**config.mk**
```make
export PLATFORM = sky130hd
export DESIGN_NAME = truth_table_sweeper
export DESIGN_NICKNAME = d
export VERILOG_FILES = /design/src/rtl/truth_table_sweeper.sv
export SDC_FILE = /design/constraint.sdc
export NUM_CORES = 1
export LEC_CHECK = 0
export ABC_AREA = 1
export ABC_CLOCK_PERIOD_IN_PS = 2100
export BUFFER_PORTS_ARGS = -buffer_cell sky130_fd_sc_hd__buf_2
export CORE_MARGIN = 8
export CORE_UTILIZATION = 45
export DETAILED_ROUTE_END_ITERATION = 10
export GPL_ROUTABILITY_DRIVEN = 1
export GPL_TIMING_DRIVEN = 0
export HOLD_SLACK_MARGIN = 0.1
export PLACE_DENSITY = 0.74
export SLEW_MARGIN = 20
export SYNTH_ARGS = -nofsm -noshare
export SYNTH_HDL_FRONTEND = slang
export SYNTH_SLANG_ARGS = --single-unit
export TNS_END_PERCENT = 100
```
**constraint.sdc**
```tcl
create_clock -name clk -period 2.1 [get_ports clk]
set_clock_uncertainty 0.05 [all_clocks]
set_input_delay 0.21 -clock clk [delete_from_list [all_inputs] [get_ports clk]]
set_output_delay 0.21 -clock clk [all_outputs]
set_load 0.01 [all_outputs]
```
**src/rtl/truth_table_sweeper.sv**
```systemverilog
// truth_table_sweeper
//   Drives all eight patterns of a 3-input gate under test, holds each for
//   SETTLE cycles, samples the gate output on the last cycle of each pattern
//   and compares it against the EXPECTED truth table (Wolfram order).
//
// Parameters
//   EXPECTED  bit 7-k is the expected output for index k = {in1,in2,in3}
//   SETTLE    cycles each pattern is held before sampling (1..255)
//
// Ports
//   clk       clock, rising edge
//   reset     asynchronous active-high reset
//   start     begin a sweep (sampled in idle only)
//   abort     synchronous cancel of a sweep in progress
//   dut_out   output of the gate under test
//   in1..in3  registered stimulus, in1 is the index MSB
//   busy      sweep in progress
//   done      one-cycle pulse at sweep completion
//   pass      last completed sweep had no mismatch
//   mismatch  bit k set when index k sampled wrong

module truth_table_sweeper #(
   parameter logic [7:0]  EXPECTED = 8'h61,
   parameter int unsigned SETTLE   = 4
) (
   input  logic       clk,
   input  logic       reset,
   input  logic       start,
   input  logic       abort,
   input  logic       dut_out,
   output logic       in1,
   output logic       in2,
   output logic       in3,
   output logic       busy,
   output logic       done,
   output logic       pass,
   output logic [7:0] mismatch
);

   typedef enum logic [1:0] {
      s_idle,
      s_drive,
      s_done
   } state_t;

   localparam logic [7:0] last_cnt = 8'(SETTLE - 1);

   state_t     state_q, state_d;
   logic [2:0] idx_q, idx_d;
   logic [7:0] cnt_q, cnt_d;
   logic [2:0] stim_q, stim_d;
   logic [7:0] mm_q, mm_d;
   logic       pass_q, pass_d;

   // State register
   always_ff @(posedge clk or posedge reset) begin
      if (reset) begin
         state_q <= s_idle;
         idx_q   <= 3'd0;
         cnt_q   <= 8'd0;
         stim_q  <= 3'd0;
         mm_q    <= 8'h00;
         pass_q  <= 1'b0;
      end else begin
         state_q <= state_d;
         idx_q   <= idx_d;
         cnt_q   <= cnt_d;
         stim_q  <= stim_d;
         mm_q    <= mm_d;
         pass_q  <= pass_d;
      end
   end

   // Next-state and datapath
   always_comb begin
      state_d = state_q;
      idx_d   = idx_q;
      cnt_d   = cnt_q;
      mm_d    = mm_q;
      pass_d  = pass_q;
      unique case (state_q)
         s_idle: begin
            if (start) begin
               state_d = s_drive;
               idx_d   = 3'd0;
               cnt_d   = 8'd0;
               mm_d    = 8'h00;
               pass_d  = 1'b0;
            end
         end
         s_drive: begin
            // abort wins over a sample due on the same edge
            if (abort) begin
               state_d = s_idle;
               pass_d  = 1'b0;
            end else if (cnt_q == last_cnt) begin
               mm_d[idx_q] = dut_out ^ EXPECTED[3'd7 - idx_q];
               if (idx_q == 3'd7) begin
                  state_d = s_done;
                  // pass is valid in the same cycle as the done pulse
                  pass_d  = ~|mm_d;
               end else begin
                  idx_d = idx_q + 3'd1;
                  cnt_d = 8'd0;
               end
            end else begin
               cnt_d = cnt_q + 8'd1;
            end
         end
         s_done: begin
            state_d = s_idle;
         end
         default: begin
            state_d = s_idle;
         end
      endcase

      // stimulus is registered from the next state so it lines up with it
      unique case (state_d)
         s_drive: stim_d = idx_d;
         s_done:  stim_d = 3'b111;
         default: stim_d = 3'b000;
      endcase
   end

   // Outputs
   always_comb begin
      busy            = (state_q == s_drive);
      done            = (state_q == s_done);
      {in1, in2, in3} = stim_q;
      pass            = pass_q;
      mismatch        = mm_q;
   end

endmodule

```
==> metrics.yaml, run 1 <==
worst_setup_path:
  r2r_start: "cnt_q[0]"
  crit_path_max_fanout: 11
  endpoint_kind: "register"
  cp-start-kind: "register"
  crit_family: "simple AND/OR/NAND/NOR gates"
  cp.arrival_ns: 2.04
  cp_slowest_stage_delay_ns: 0.39
  reg2reg_depth: 10
  crit_chain: "ha_1, nand3_2, nor2_4, nand2_1, nand2_2, nand2_4, buf_12, ha_1, nand2_1, a21oi_1"
  cpMaxStageDelayCell: "dfrtp_1"
  crit_required_ns: 2.27
  ff2ff_setup_slack_ns: 0.23
  timing.rr.end: "stim_q[1]"
  path_buf_inv: 1
  criticalPathCategory: "reg2reg"
detailed_routing:
  drtIter0Drc: 66
  vias: 1286
  ant_nets: 0
  avgViaCountPerCell: 4.80
  drtPass1Iterations: 4
  routed_wl_um: 3070
  drc_errors: 0
  wl_per_cell_um: 11.5
clock_tree:
  clk_pin_slew_ns: 0.15
  clkLatencyLatePin_ns: 0.33
  post_cts_buffers: 0
  cts_inserted_buffers: 3
  clockBufferDepth: 2
  cts_tree: "built"
  ctsRootBufferMaster: "clkbuf_4"
  cts.sinks: 25
  htreeDepth: 1
power:
  ir_worst_vdd_mv: 0.541
  p_leak_nw: 0.885
  power_density_nw_per_um2: 673
  p_total_w: 0.00115
die:
  core-area_um2: 3310
  io_pins: 19
  die_w_um: 74.2
  dieArea_um2: 5510
  initial_utilization: 0.461
  row_count: 21
  die_h_um: 74.2
synth:
  seq_area_frac_synth: 0.410
  synth_top_area_frac: 0.410
  syn_area_um2: 1530
  ys_top_cells_by_area: "dfrtp_1 (41%), nand2_1 (15%), nand3_1 (6.6%)"
  syn-num-nets: 208
  synth_cells: 199
  synth_area_per_cell_um2: 7.67
  ys_ff_latch: 25
  yosysUniqueCellTypes: 29
  yosys.area.top_type: "dfrtp_1"
  ys_warn_count: 0
cells_and_area:
  nNetsFinal: 232
  area_growth_pct: 12.0
  drive_gt1_frac: 0.212
  fin_util: 0.517
  antennaDiodeCount: 0
global_routing:
  grt_pass1_vias: 1296
  grt_max_degree: 26
  track_usage: 0.128
  grt_pass1_wl_um: 5530
  antenna_found_initial: 0
  overflow: 0
placement:
  dp_hpwl_um: 2350
  place_congestion: 0.827
  io_buffers: 18
timing:
  worst_pin_slew_ns: 0.892
  drv_slew: 0
  fin_hold_ws_ns: 0.148
  setup_tns_ns: 0
  setup_violations: 0
  hold_violations: 0
  finalCriticalPeriod_ns: 1.87
  fmax_mhz: 536
  slew_headroom: 0.401
  rsz0062_at_grt: "false"
  period_share: 0.888
worst_hold_path:
  holdPathEnd: "pass"
  hold_start: "start"
  min_path_cells: 4
  hp-class: "in2reg"
job:
  cap_viol_max_count: 0
status:
  status: "complete, no violations"
state kept, by name, indices dropped and copies added, names as in the netlist:
register,count
pass,1
stim_q,3
cnt_q,8
mismatch,8
idx_q,3
state_q,2
synthesized netlist by cell type:
cell,instances
or2_0,2
o211ai_1,1
nor2_4,1
nand3_2,3
buf_6,1
nor2_1,12
buf_12,1
xor2_1,2
dfrtp_1,25
o31ai_1,1
o21ai_2,5
ha_1,4
nand4_1,3
a21oi_1,4
clkinv_2,1
nand2_2,2
nand4_2,1
nor2_8,1
nand2_1,59
nand3b_1,1
inv_2,4
o21ai_1,1
inv_1,25
nor3_1,5
nand2_4,2
o21ai_0,8
or2_2,3
nand3_1,20
nor2_2,1
power breakdown:
group	internal, W	total, W	switching, W
registers	0.000526	0.000567	0.0000403
clock network	0.0000745	0.000226	0.000152
logic	0.000125	0.000358	0.000233
total	0.000726	0.00115	0.000425
metrics by stage:
| step | cell area (um^2) | setup WS, ns | instances |
|---|---|---|---|
| after global placement | 1670 | 0.276 | 263 |
| after CTS | 1710 | 0.232 | 268 |
| final | 1710 | 0.235 | 268 |
| after detailed placement | 1670 | 0.251 | 263 |
| after floorplan | 1530 | 0.412 | 199 |
| after global routing | 1710 | 0.0902 | 268 |
layout make-up:
class	instances	area (um^2)
Timing Repair Buffer	19	100
Inverter	30	114
Multi-Input combinational cell	142	756
Fill cell	332	1600
Tap cell	46	57.6
Buffer	2	31.3
Sequential cell	25	626
Clock buffer	4	26.3
worst register-to-register path: stages (launching register included):
cell and delay [ns]:
dfrtp_1 0.39, ha_1 0.24, nand3_2 0.12, nor2_4 0.18
nand2_1 0.08, nand2_2 0.09, nand2_4 0.08, buf_12 0.17
ha_1 0.22, nand2_1 0.08, a21oi_1 0.07
cells by family (layout without fill, tap and decap cells):
logic type / count (synthesis) / after routing / share of synthesized area
adder cells (fa/ha/maj): 4 / 4 / 0.0328
AND/OR/NAND/NOR: 116 / 116 / 0.370
XOR/XNOR: 2 / 2 / 0.0115
AO/OA/AOI/OAI: 20 / 20 / 0.0811
flip-flops: 25 / 25 / 0.410
buffers and inverters: 32 / 55 / 0.0951
what timing repair did:
action	in CTS	in global routing
hold buffers	1	0
endpoints found under the hold margin	25	0
resized for setup	0	0
setup endpoints to repair	0	0
metal layers:
layer	wire length, um	GRT usage
met5	0	0
met4	24	0.0348
met3	110	0.0337
met2	1540	0.230
met1	1400	0.143
worst max-delay path by stage:
| stage | startpoint | cells after the start | slack [ns] | end |
|---|---|---|---|---|
| detailed placement | cnt_q[0] | 10 | 0.25 | stim_q[1] |
| floorplan | cnt_q[0] | 10 | 0.41 | stim_q[0] |
| finish | cnt_q[0] | 10 | 0.23 | stim_q[1] |
| CTS | cnt_q[0] | 10 | 0.23 | stim_q[1] |
| global route | cnt_q[0] | 10 | 0.09 | stim_q[0] |
| global placement | cnt_q[0] | 10 | 0.28 | stim_q[0] |
placed cells by master, fill, tap and decap left out, types with 4 or more instances in the layout:
cell / synthesis / final
a21oi_1: 4 / 4
buf_2: 0 / 18
o21ai_0: 8 / 8
o21ai_2: 5 / 5
nor2_1: 12 / 12
nor3_1: 5 / 5
nand2_1: 59 / 59
nand3_1: 20 / 20
inv_1: 25 / 24
dfrtp_1: 25 / 25
inv_2: 4 / 4
ha_1: 4 / 4
Power figures use the tool's default switching activity.
==> run 2: changes to the inputs <==
ABC_AREA = default   (was 1)
PLACE_DENSITY = 0.75   (was 0.74)
==> run 2 against run 1 <==
Net effect:
- the run now ends with negative setup slack left
- via count rose by 5.7%
- worst setup slack got worse by 0.45 ns
- sequential share of layout area fell by 2.4 points
- cell count fell by 12%
- clock power barely moved
- cell area rose by 6.9%
- utilization rose by 8.3 points
- critical path depth fell by 2
- synthesized cell count fell by 22%
- sequential power fell by 1%
- power rose by 2.7%
- combinational power rose by 10%
- highest routed layer unchanged
==> metrics.yaml, run 2 <==
power:
  p_leak_nw: 0.786  # -11%
  power_density_nw_per_um2: 646  # -4.0%
  ir_worst_vdd_mv: 0.368  # -32%
status:
  status: "complete, but fails checks"
  failed_checks: "negative setup slack"
detailed_routing:
  met3_length_um: 252  # +130%
  ant_nets: 0  # unchanged
  highest_layer: "met4"
  drc_errors: 0  # unchanged
  wl_per_cell_um: 16.6  # +45%
  drtIter0Drc: 129  # +95%
  routed_wl_um: 3910  # +27%
  dr_wl_met2_um: 1800  # +17%
  vias: 1359  # +5.7%
  avgViaCountPerCell: 5.78  # +21%
  drtPass1Iterations: 4  # unchanged
  wl_met1_um: 1740  # +24%
die:
  row_count: 20  # -4.8%
  die_w_um: 72.6  # -2.2%
  core-area_um2: 3050  # -7.8%
  io_pins: 19  # unchanged
  initial_utilization: 0.473  # +0.0115
  dieArea_um2: 5270  # -4.3%
  die_h_um: 72.6  # -2.2%
timing:
  hold_violations: 0  # unchanged
  finalCriticalPeriod_ns: 2.31  # +0.446 ns
  worst_pin_slew_ns: 0.922  # +0.0299 ns
  setup_ws_ns: -0.211  # -0.446 ns
  period_share: 1.10  # +0.212
  slew_headroom: 0.381  # -0.0201
  rsz0062_at_grt: "true"
  drv_slew: 0  # unchanged
  fmax_mhz: 433  # -19%
  fin_hold_ws_ns: 0.198  # +0.0495 ns
  setup_violations: 12  # +12
  setup_tns_ns: -0.941  # -0.941 ns
synth:
  yosys.area.top_type: "dfrtp_1"
  synth_edf_count: 0  # unchanged
  netlist_top_cells_count: "dfrtp_1 (25), o21ai_1 (18), nor2_1 (16), nand2_1 (12)"
  ys_warn_count: 0  # unchanged
  synth_area_per_cell_um2: 9.25  # +21%
  synth.most_common_cell: "dfrtp_1"
  synth_top_area_frac: 0.434  # +0.0238
  syn_area_um2: 1440  # -5.5%
  seq_area_frac_synth: 0.434  # +0.0238
  ys_ff_latch: 25  # unchanged
  synth_ff_type: "dfrtp_1"
  ys_async_sr_fraction: 1.00  # unchanged
  yosysUniqueCellTypes: 42  # +45%
  ys_top_cells_by_area: "dfrtp_1 (43%), o21ai_1 (6.2%), nor2_1 (4.2%)"
  synth_cells: 156  # -22%
  syn-num-nets: 165  # -21%
clock_tree:
  clk_pin_slew_ns: 0.15  # about the same
  htreeDepth: 1  # unchanged
  clkLatencyLatePin_ns: 0.33  # about the same
  cts.sinks: 25  # unchanged
  clockBufferDepth: 2  # unchanged
  ctsRootBufferMaster: "clkbuf_4"
  cts_inserted_buffers: 3  # unchanged
  cts_tree: "built"
placement:
  dp_hpwl_um: 2580  # +9.9%
  place_congestion: 0.886  # +7.2%
  io_buffers: 18  # unchanged
  placed_area_um2: 1610  # -4.1%
  place_inst: 218  # -17%
global_routing:
  track_usage: 0.153  # +0.0256
  overflow: 0  # unchanged
  antenna_found_initial: 0  # unchanged
  grt_pass1_wl_um: 6380  # +15%
  grt_pass1_vias: 1290  # -0.46%
  grt_max_degree: 26  # unchanged
cells_and_area:
  nNetsFinal: 201  # -13%
  nFillCells: 258  # -22%
  antennaDiodeCount: 0  # unchanged
  drive_gt1_frac: 0.309  # +0.0972
  final_common_cell: "dfrtp_1"
  area_growth_pct: 26.8
  final-seq-area_um2: 626  # unchanged
  multi_input_comb_area_um2: 883  # +17%
  final_cells: 235  # -12%
  layout_common_cells: "dfrtp_1 (25), buf_2 (19), nor2_1 (15)"
  finalInstanceArea_um2: 1830  # +6.9%
worst_hold_path:
  hp-class: "in2reg"
worst_setup_path:
  crit_path_max_fanout: 3  # -8
  crit_required_ns: 2.32  # +0.05 ns
  cp.arrival_ns: 2.53  # +0.49 ns
  crit_family: "simple AND/OR/NAND/NOR gates"
  criticalPathCategory: "reg2reg"
  cp_slowest_stage_delay_ns: 0.50  # +0.11 ns
  cpMaxStageDelayCell: "or4b_4"
  path_buf_inv: 1  # unchanged
  critPathMostFrequentCell: "ha_4"
  crit_chain: "ha_4, or4b_4, nor4_4, nand3_2, inv_2, ha_4, o21bai_4, a31oi_1"
  endpoint_kind: "register"
  cp-start-kind: "register"
job:
  cap_viol_max_count: 0  # unchanged
[run 2: repair_timing]
action                                 4_1_cts  5_1_grt
setup buffers                                8        4
gates cloned                                 0        1
gates resized for setup                      6       13
endpoints found under the hold margin       25        0
hold buffers                                 1        0
setup endpoints to repair                   19       20
pin swaps                                    5        7
[run 2: metrics by stage]
| stage | setup WS, ns | power [W] | util |
|---|---|---|---|
| 2_1_floorplan | -0.162 | 0.000763 | - |
| 3_3_place_gp | -0.366 | 0.000827 | 0.526 |
| 3_5_place_dp | -0.390 | 0.000839 | 0.526 |
| 4_1_cts | -0.235 | 0.00113 | 0.570 |
| 5_1_grt | -0.291 | 0.00124 | 0.599 |
| 6_report | -0.211 | 0.00118 | 0.599 |
[run 2: per-layer routing]
layer	up-vias	GRT usage
li1	640	-
met1	658	0.203
met2	53	0.237
met3	8	0.0179
met4	0	0.0800
met5	-	0
[run 2: cell type report]
| cell class | instances | area share |
|---|---|---|
| inverter | 7 | 0.0144 |
| clock buffer | 3 | 0.0123 |
| timing repair buffer | 30 | 0.104 |
| tap | 44 | 0.0301 |
| multi-input combinational | 120 | 0.483 |
| buffer | 5 | 0.0116 |
| clock inverter | 1 | 0.00274 |
| sequential | 25 | 0.342 |
[run 2: where the power goes]
group          internal, W  total [W]  leakage (nW)  switching, W
combinational     0.000164   0.000395         0.424      0.000231
clock            0.0000715   0.000226        0.0177      0.000155
sequential        0.000515   0.000561         0.345     0.0000464
total             0.000750    0.00118         0.786      0.000432
[run 2: cells by family (layout without fill, tap and decap cells)]
group,after synthesis,count (layout),synth area share
buffers and inverters,12,46,0.0321
multiplexers,1,1,0.00694
AND/OR/NAND/NOR,58,58,0.216
XOR/XNOR,9,9,0.0546
flip-flops,25,25,0.434
AO/OA/AOI/OAI,47,48,0.222
adder cells (fa/ha/maj),4,4,0.0347
[run 2: final timing paths]
path	start	end	slack (ns)	cells after the start
max	cnt_q[0]	stim_q[1]	-0.21	8
min	abort	state_q[1]	0.20	4
max reg2reg	cnt_q[0]	stim_q[1]	-0.21	8
min reg2reg	mismatch[2]	mismatch[2]	0.50	2
max in group asynchronous	reset	stim_q[2]	1.13	3
min in group asynchronous	reset	mismatch[6]	0.43	3
[run 2: worst min-delay path, delay by kind of cell]
family | cells | cell delay, ns
buffers and inverters | 2 | 0.18
AND/OR/NAND/NOR | 2 | 0.16
